$ cat src/rtl/uart_pkg.sv
// Shared UART definitions: frame state encoding and frame-length constants,
// used by both the transmitter and the matching receiver.
package uart_pkg;

   typedef enum logic [2:0] {
      IDLE,
      START,
      DATA,
      PARITY,
      STOP
   } uart_state_t;

   localparam int unsigned DATA_BITS = 8;
   localparam int unsigned STOP_BITS = 1;

endpackage

$ cat src/rtl/uart_baud_cnt.sv
// Bit-period counter: counts 0..CLKS_PER_BIT-1 while run is high and
// pulses tick on the wrap cycle; held at zero while run is low.
module uart_baud_cnt #(
   parameter int unsigned CLKS_PER_BIT = 16
) (
   input  logic clk,
   input  logic rst,
   input  logic run,
   output logic tick
);

   localparam int unsigned CW = (CLKS_PER_BIT > 2) ? $clog2(CLKS_PER_BIT) : 1;
   localparam logic [CW-1:0] LAST = CW'(CLKS_PER_BIT - 1);

   generate
      if (CLKS_PER_BIT < 2) begin : g_bad_cpb
         $error("uart_baud_cnt: CLKS_PER_BIT must be at least 2");
      end
   endgenerate

   logic [CW-1:0] cnt;

   always_ff @(posedge clk or posedge rst) begin
      if (rst) begin
         cnt <= '0;
      end else if (!run || cnt == LAST) begin
         cnt <= '0;
      end else begin
         cnt <= cnt + CW'(1);
      end
   end

   always_comb begin
      tick = run && (cnt == LAST);
   end

endmodule

$ cat src/rtl/uart_tx.sv
// UART transmitter: 8 data bits LSB first, optional even/odd parity, one
// stop bit; ready/valid byte input and a registered, glitch-free txd line.
module uart_tx
   import uart_pkg::*;
#(
   parameter int unsigned CLKS_PER_BIT = 16,
   parameter bit          PARITY_EN    = 1'b0,
   parameter bit          PARITY_ODD   = 1'b0
) (
   input  logic       clk,
   input  logic       rst,
   input  logic [7:0] tx_data,
   input  logic       tx_valid,
   output logic       tx_ready,
   output logic       txd,
   output logic       busy
);

   localparam logic [2:0] LAST_IDX = 3'(DATA_BITS - 1);

   uart_state_t state;
   logic [7:0]  shreg;
   logic [2:0]  bit_idx;
   logic        tick;
   logic        run;

   always_comb begin
      run = (state != IDLE);
   end

   uart_baud_cnt #(
      .CLKS_PER_BIT(CLKS_PER_BIT)
   ) u_baud (
      .clk (clk),
      .rst (rst),
      .run (run),
      .tick(tick)
   );

   // txd always carries the level of the bit being entered, so it is set on
   // the same edge as the state change rather than decoded from the state.
   always_ff @(posedge clk or posedge rst) begin
      if (rst) begin
         state    <= IDLE;
         txd      <= 1'b1;
         tx_ready <= 1'b1;
         busy     <= 1'b0;
         shreg    <= '0;
         bit_idx  <= '0;
      end else begin
         case (state)
            IDLE: begin
               if (tx_valid && tx_ready) begin
                  shreg    <= tx_data;
                  bit_idx  <= '0;
                  txd      <= 1'b0;
                  tx_ready <= 1'b0;
                  busy     <= 1'b1;
                  state    <= START;
               end
            end
            START: begin
               if (tick) begin
                  txd   <= shreg[0];
                  state <= DATA;
               end
            end
            DATA: begin
               if (tick) begin
                  if (bit_idx == LAST_IDX) begin
                     if (PARITY_EN) begin
                        txd   <= (^shreg) ^ PARITY_ODD;
                        state <= PARITY;
                     end else begin
                        txd   <= 1'b1;
                        state <= STOP;
                     end
                  end else begin
                     bit_idx <= bit_idx + 3'd1;
                     txd     <= shreg[bit_idx + 3'd1];
                  end
               end
            end
            PARITY: begin
               if (tick) begin
                  txd   <= 1'b1;
                  state <= STOP;
               end
            end
            STOP: begin
               if (tick) begin
                  tx_ready <= 1'b1;
                  busy     <= 1'b0;
                  state    <= IDLE;
               end
            end
            default: begin
               txd      <= 1'b1;
               tx_ready <= 1'b1;
               busy     <= 1'b0;
               state    <= IDLE;
            end
         endcase
      end
   end

endmodule

$ cat config.mk
export PLATFORM = sky130hd
export DESIGN_NAME = uart_tx
export DESIGN_NICKNAME = d
export VERILOG_FILES = /design/src/rtl/uart_pkg.sv /design/src/rtl/uart_baud_cnt.sv /design/src/rtl/uart_tx.sv
export SDC_FILE = /design/constraint.sdc
export NUM_CORES = 1
export LEC_CHECK = 0
export CAP_MARGIN = 20
export CELL_PAD_IN_SITES_DETAIL_PLACEMENT = 0
export CELL_PAD_IN_SITES_GLOBAL_PLACEMENT = 1
export CORE_MARGIN = 8
export CORE_UTILIZATION = 38
export CTS_CLUSTER_SIZE = 20
export DETAILED_ROUTE_END_ITERATION = 12
export PLACE_DENSITY = 0.8
export SYNTH_ARGS = -nofsm -noshare
export SYNTH_HDL_FRONTEND = slang
export SYNTH_SLANG_ARGS = --single-unit
$ cat constraint.sdc
create_clock -name clk -period 1.84 [get_ports clk]
set_clock_uncertainty 0.15 [all_clocks]
set_input_delay 0.46 -clock clk [delete_from_list [all_inputs] [get_ports clk]]
set_output_delay 0.46 -clock clk [all_outputs]
set_load 0.01 [all_outputs]
==> impl_results.md, run 1 <==
- Max_cap viols: 0
- Die H: 68.3 um
- Area contributors post-synth: dfrtp_1, mux2_2, dfstp_2, mux2i_1, ha_1
- Fmax: 0.543 GHz
- Worst EP required: 1940 ps
- Final hold vios: 0
- Post-route design area: 1280 um2
- Critical path class: reg -> reg
- Port bufs: 13
- Syn avg cell area: 11.6 um2
- Max clock buf depth: 2
- Critical path's slowest cell: mux4_2
- Largest net degree at the start of global routing: 22
- NumNets Final: 124
- CP Launch Type: flop
- Pleak: 0.578 nW
- Final RePlAce weighted congestion: 0.738
- FF+latch count, synth: 21
- Layout cell share with drive strength beyond 1: 0.284
- Worst skew pair latency: 300 ps
- WL per Instance: 13.7 um
- Total die area: 4670 um2
- P per Cell Area: 558 nW/um2
- Yosys top cell area share: 0.457
- Yosys Warn Count: 0
- Site Rows: 19
- Vias in the first global route: 791
- Post-DP HPWL: 1500 um
- Most common cell in the netlist: dfrtp_1
- H-tree Lvls: 1
- Core area: 2690 um2
- Top_reg_cell synth: dfrtp_1
- Worst-Margin Slew: 344 ps
- Post-synth EDFFs: 0
- Starting density of the core: 0.387
- Netlist cell types: 30
- Gate count of the mapped netlist: 90
- Fin. max-slew vios: 0
- Final setup fails: 1
- Die X: 68.3 um
- Tot Pwr: 0.000715 W
- Antenna cell count: 0
- GRT Util Overall: 0.0925
- Io pins: 14
- First-pass GRT wire length: 3350 um
- Period utilization: 1.00
- Post-place setup slack: -144 ps
- Status: finished, violations left
- Synth top cells by count: dfrtp_1, mux2_2, nor2_1
- Via density per instance: 5.10
- Hold WC Path Type: in -> async
- 1st-pass router iterations: 4
- Clock transition at path regs: 120 ps
- Worst EP arrival: 1950 ps
- Syn Nets: 104
- Post-DRT Antenna Nets: 0
- DR iter-0 viols: 10
- Clock sink total: 21
- Crit Path Max Fanout: 2
- Fraction of registers with async set/reset: 1.00
- Yosys top cell by area: dfrtp_1
- Remaining DRCs: 0
- Peak VDD IR: 0.447 mV
- Cell Count, Final, Fillers Out: 140
- Num CTS Buffers: 3
- DR vias: 714
- Crit-path max cell delay: 490 ps
- Post-Syn Area: 1040 um2
- Critical Path Sink Type: flop
- Final WL: 1920 um
- # fillers: 266
- Crit-path cells: ha_2 -> ha_4 -> mux4_2 -> a21oi_2 -> o32a_2
- Clock period minus worst slack: 1840 ps
- Max-slew headroom: 0.770
- DP Area: 1230 um2
- CTS tree: built
- Placed cells: 135
- Seq/Total Area, Yosys: 0.508
- Grt total ovfl: 0
- Final worst setup slack: -2.56 ps
- Failing checks: negative setup slack
- Unrepaired setup endpoints after global routing: true
- Root Buffer: clkbuf_4
- Initial antenna violation count: 0
- P&R area growth vs syn: 23.2%
[logic make-up after synthesis]
logic type	Yosys count	synth area share
simple gates	29	0.155
flops	21	0.508
mux	16	0.179
compound gates	12	0.0710
buf+inv	7	0.0337
fa+ha+maj	3	0.0361
xor+xnor	2	0.0169
[flip-flops by register name, indices dropped and copies added (netlist names)]
signal and flops:
state 3, busy 1, u_baud.cnt 4, txd 1
bit_idx 3, shreg 8, tx_ready 1
[placed cells by master, fill, tap and decap left out, drive strengths merged]
cell	n
dfstp	2
or2	1
clkinv	1
and3	3
nand3b	1
o21ai	4
clkdlybuf4s50	10
xor2	1
a21oi	3
a21o	1
mux2	11
clkbuf	3
or2b	1
buf	5
mux4	1
a31oi	2
a22oi	1
nand2	4
ha	3
nor3b	1
nand3	4
nor2	11
nor3	2
o32a	1
mux2i	4
dlygate4sd2	3
nand4	1
xnor2	1
inv	4
dfrtp	19
[where the power goes]
| part | total, W | switching, W | internal (W) |
|---|---|---|---|
| Clock | 0.000220 | 0.000140 | 0.0000810 |
| Sequential | 0.000462 | 0 | 0.000462 |
| Combinational | 0.0000332 | 0.0000129 | 0.0000203 |
[final cells by class]
type	instances	area, um2	share of cell area
Sequential cell	21	528	0.412
Multi-Input combinational cell	62	495	0.387
Timing Repair Buffer	18	176	0.138
Tap cell	31	38.8	0.0303
Clock buffer	3	22.5	0.0176
Inverter	4	15.0	0.0117
Clock inverter	1	5.00	0.00391
[critical path, delay by kind of cell (launching register included)]
kind	cells	cell delay [ps]
mux	1	490
fa+ha+maj	2	470
flops	1	400
compound gates	2	280
[layer usage]
metal / vias up / part of all wire / global-route usage
li1: 353 / - / -
met1: 348 / 0.47 / 0.117
met2: 11 / 0.50 / 0.151
met3: 2 / 0.024 / 0.0164
met4: 0 / 0.0063 / 0.0384
met5: - / 0 / 0
[path summary, 6_finish.rpt]
check / startpoint / to / slack (ps) / depth (start not counted)
min in group clk: u_baud.cnt[0] / u_baud.cnt[0] / 320 / 1
hold reg to reg: u_baud.cnt[0] / u_baud.cnt[0] / 320 / 1
hold / removal: rst / shreg[0] / 320 / 3
max in group asynchronous: rst / tx_ready / 940 / 3
setup / recovery: bit_idx[0] / txd / -3 / 5
setup reg to reg: bit_idx[0] / txd / -3 / 5
[timing repair]
action | CTS | global route
pin swaps | 1 | 0
setup buffers | 1 | 0
setup endpoints to repair | 4 | 1
hold buffers | 0 | 0
resized for setup | 6 | 0
[metrics by stage]
step	hold WS, ps	util	TNS (ps)
finish	320	0.477	-2.56
global route	336	0.477	-47.5
CTS	324	0.477	-11.3
detailed placement	307	0.458	-1390
global placement	290	0.458	-1160
floorplan	279	-	0
No activity file was read; power rests on OpenSTA's default activity.
==> run 2, diff against run 1 <==
--- a/config.mk
+++ b/config.mk
@@ -13,6 +13,7 @@
 export CTS_CLUSTER_SIZE = 20
 export DETAILED_ROUTE_END_ITERATION = 12
 export PLACE_DENSITY = 0.8
+export SETUP_SLACK_MARGIN = 0.3
 export SYNTH_ARGS = -nofsm -noshare
 export SYNTH_HDL_FRONTEND = slang
 export SYNTH_SLANG_ARGS = --single-unit
==> impl_results.md, run 2 (synthesis results as in run 1) <==
- CTS tree: built
- Critical path class: reg -> reg
- Starting density of the core: 0.387
- Reg-to-Reg End: txd
- Via density per instance: 5.19
- Post-place setup slack: -150 ps
- P per Cell Area: 513 nW/um2
- Clock sink total: 21
- 1st-pass router iterations: 4
- Most frequent cells in the layout: dfrtp_1, buf_4, nor2_1, mux2_4, clkdlybuf4s50_1
- Hold WS: 205 ps
- H-tree Lvls: 1
- Die H: 68.3 um
- Site Rows: 19
- Max clock buf depth: 2
- Critical Path Sink Type: flop
- Final worst setup slack: 22.5 ps
- Final WL: 2230 um
- Crit Path Max Fanout: 2
- Unrepaired setup endpoints after global routing: true
- Total die area: 4670 um2
- First-pass GRT wire length: 3720 um
- GRT Util Overall: 0.108
- Number of flip-flops in the largest register: 8
- Remaining DRCs: 0
- Reg2Reg Depth: 5
- DR iter-0 viols: 15
- Grt total ovfl: 0
- DR vias: 783
- Worst skew pair latency: 320 ps
- Post-DP HPWL: 1550 um
- Largest regs: shreg x8, u_baud.cnt x4
- Pleak: 0.648 nW
- Vias in the first global route: 771
- Initial antenna violation count: 0
- Period utilization: 0.988
- Num CTS Buffers: 3
- NumNets Final: 135
- Final core occ: 0.532
- Worst EP required: 1970 ps
- Cts hold-fix bufs: 0
- Worst EP arrival: 1950 ps
- Max-slew headroom: 0.758
- Commonest non-fill, non-tap cell in the layout: dfrtp_1
- Biggest register: shreg
- Post-DRT Antenna Nets: 0
- Antenna cell count: 0
- Peak VDD IR: 0.542 mV
- Tot Pwr: 0.000734 W
- Worst-Margin Slew: 362 ps
- Io pins: 14
- Largest net degree at the start of global routing: 13
- Fmax: 0.550 GHz
- CP Launch Type: flop
- Die X: 68.3 um
- Layout cell share with drive strength beyond 1: 0.400
- RR Startpoint: bit_idx[1]
- Fin. max-slew vios: 0
- Placed cells: 138
- Status: complete, no violations
- Root Buffer: clkbuf_4
- Max_cap viols: 0
- Final RePlAce weighted congestion: 0.773
- WL per Instance: 14.8 um
- R2R setup slack: 20 ps
- Final setup fails: 0
- Port bufs: 13
- Clock transition at path regs: 130 ps
- Cell Count, Final, Fillers Out: 151
- Core area: 2690 um2
- P&R area growth vs syn: 37.5%
- Final hold vios: 0
- Hold WC Path Type: in -> async
- Clock period minus worst slack: 1820 ps
-- run 2: changes by cell type in the layout (fill, tap and decap cells not counted), moves of 2 or more --
cell           before  now
buf_4               4   12
mux2_4              0    9
dlygate4sd2_1       3    1
buf_6               0    4
mux2_2             11    2
-- run 2: how the worst max path moves through the flow --
| stage | start | endpoint | slack, ps | cells past startpoint |
|---|---|---|---|---|
| 2_1_floorplan | bit_idx[1] | txd | 90 | 5 |
| 3_3_place_gp | tx_valid | bit_idx[0] | -110 | 6 |
| 3_5_place_dp | tx_valid | bit_idx[1] | -150 | 6 |
| 4_1_cts | bit_idx[1] | txd | 10 | 5 |
| 5_1_grt | bit_idx[1] | txd | -20 | 5 |
| 6_report | bit_idx[1] | txd | 20 | 5 |
-- run 2: timing repair --
item                       4_1_cts  5_1_grt
setup buffers                    7        1
pin swaps                        4        0
setup endpoints to repair       15       14
gates cloned                     1        0
gates resized for setup         27        4
-- run 2: stage by stage --
step / TNS [ps] / instance area [um2]
floorplan: 0 / 1060
global placement: -1140 / 1270
detailed placement: -1330 / 1270
CTS: 0 / 1420
global route: -23.8 / 1430
finish: 0 / 1430
-- run 2: metal layers --
metal  global-route usage  vias up  share of wire
met5                    0        -              0
met4               0.0537        0          0.023
met3               0.0327        5          0.032
met2                0.154       14           0.47
met1                0.144      384           0.47
li1                     -      380              -
-- run 2: final cells by class --
class / instances / area [um2]
Clock buffer: 3 / 22.5
Timing Repair Buffer: 29 / 287
Sequential cell: 21 / 528
Fill cell: 243 / 1260
Tap cell: 31 / 38.8
Multi-Input combinational cell: 62 / 534
Clock inverter: 1 / 5.00
Inverter: 4 / 15.0
-- run 2: power breakdown --
group / switching [W] / internal [W]
clock network: 0.000153 / 0.0000815
logic: 0.0000148 / 0.0000227
registers: 0 / 0.000462
total: 0.000168 / 0.000566
-- run 2: worst max-delay path, stage by stage, from the launching register on --
cell and delay [ps]:
dfrtp_1 400, ha_2 200, ha_4 270, mux4_2 500
a21oi_2 130, o32a_2 130
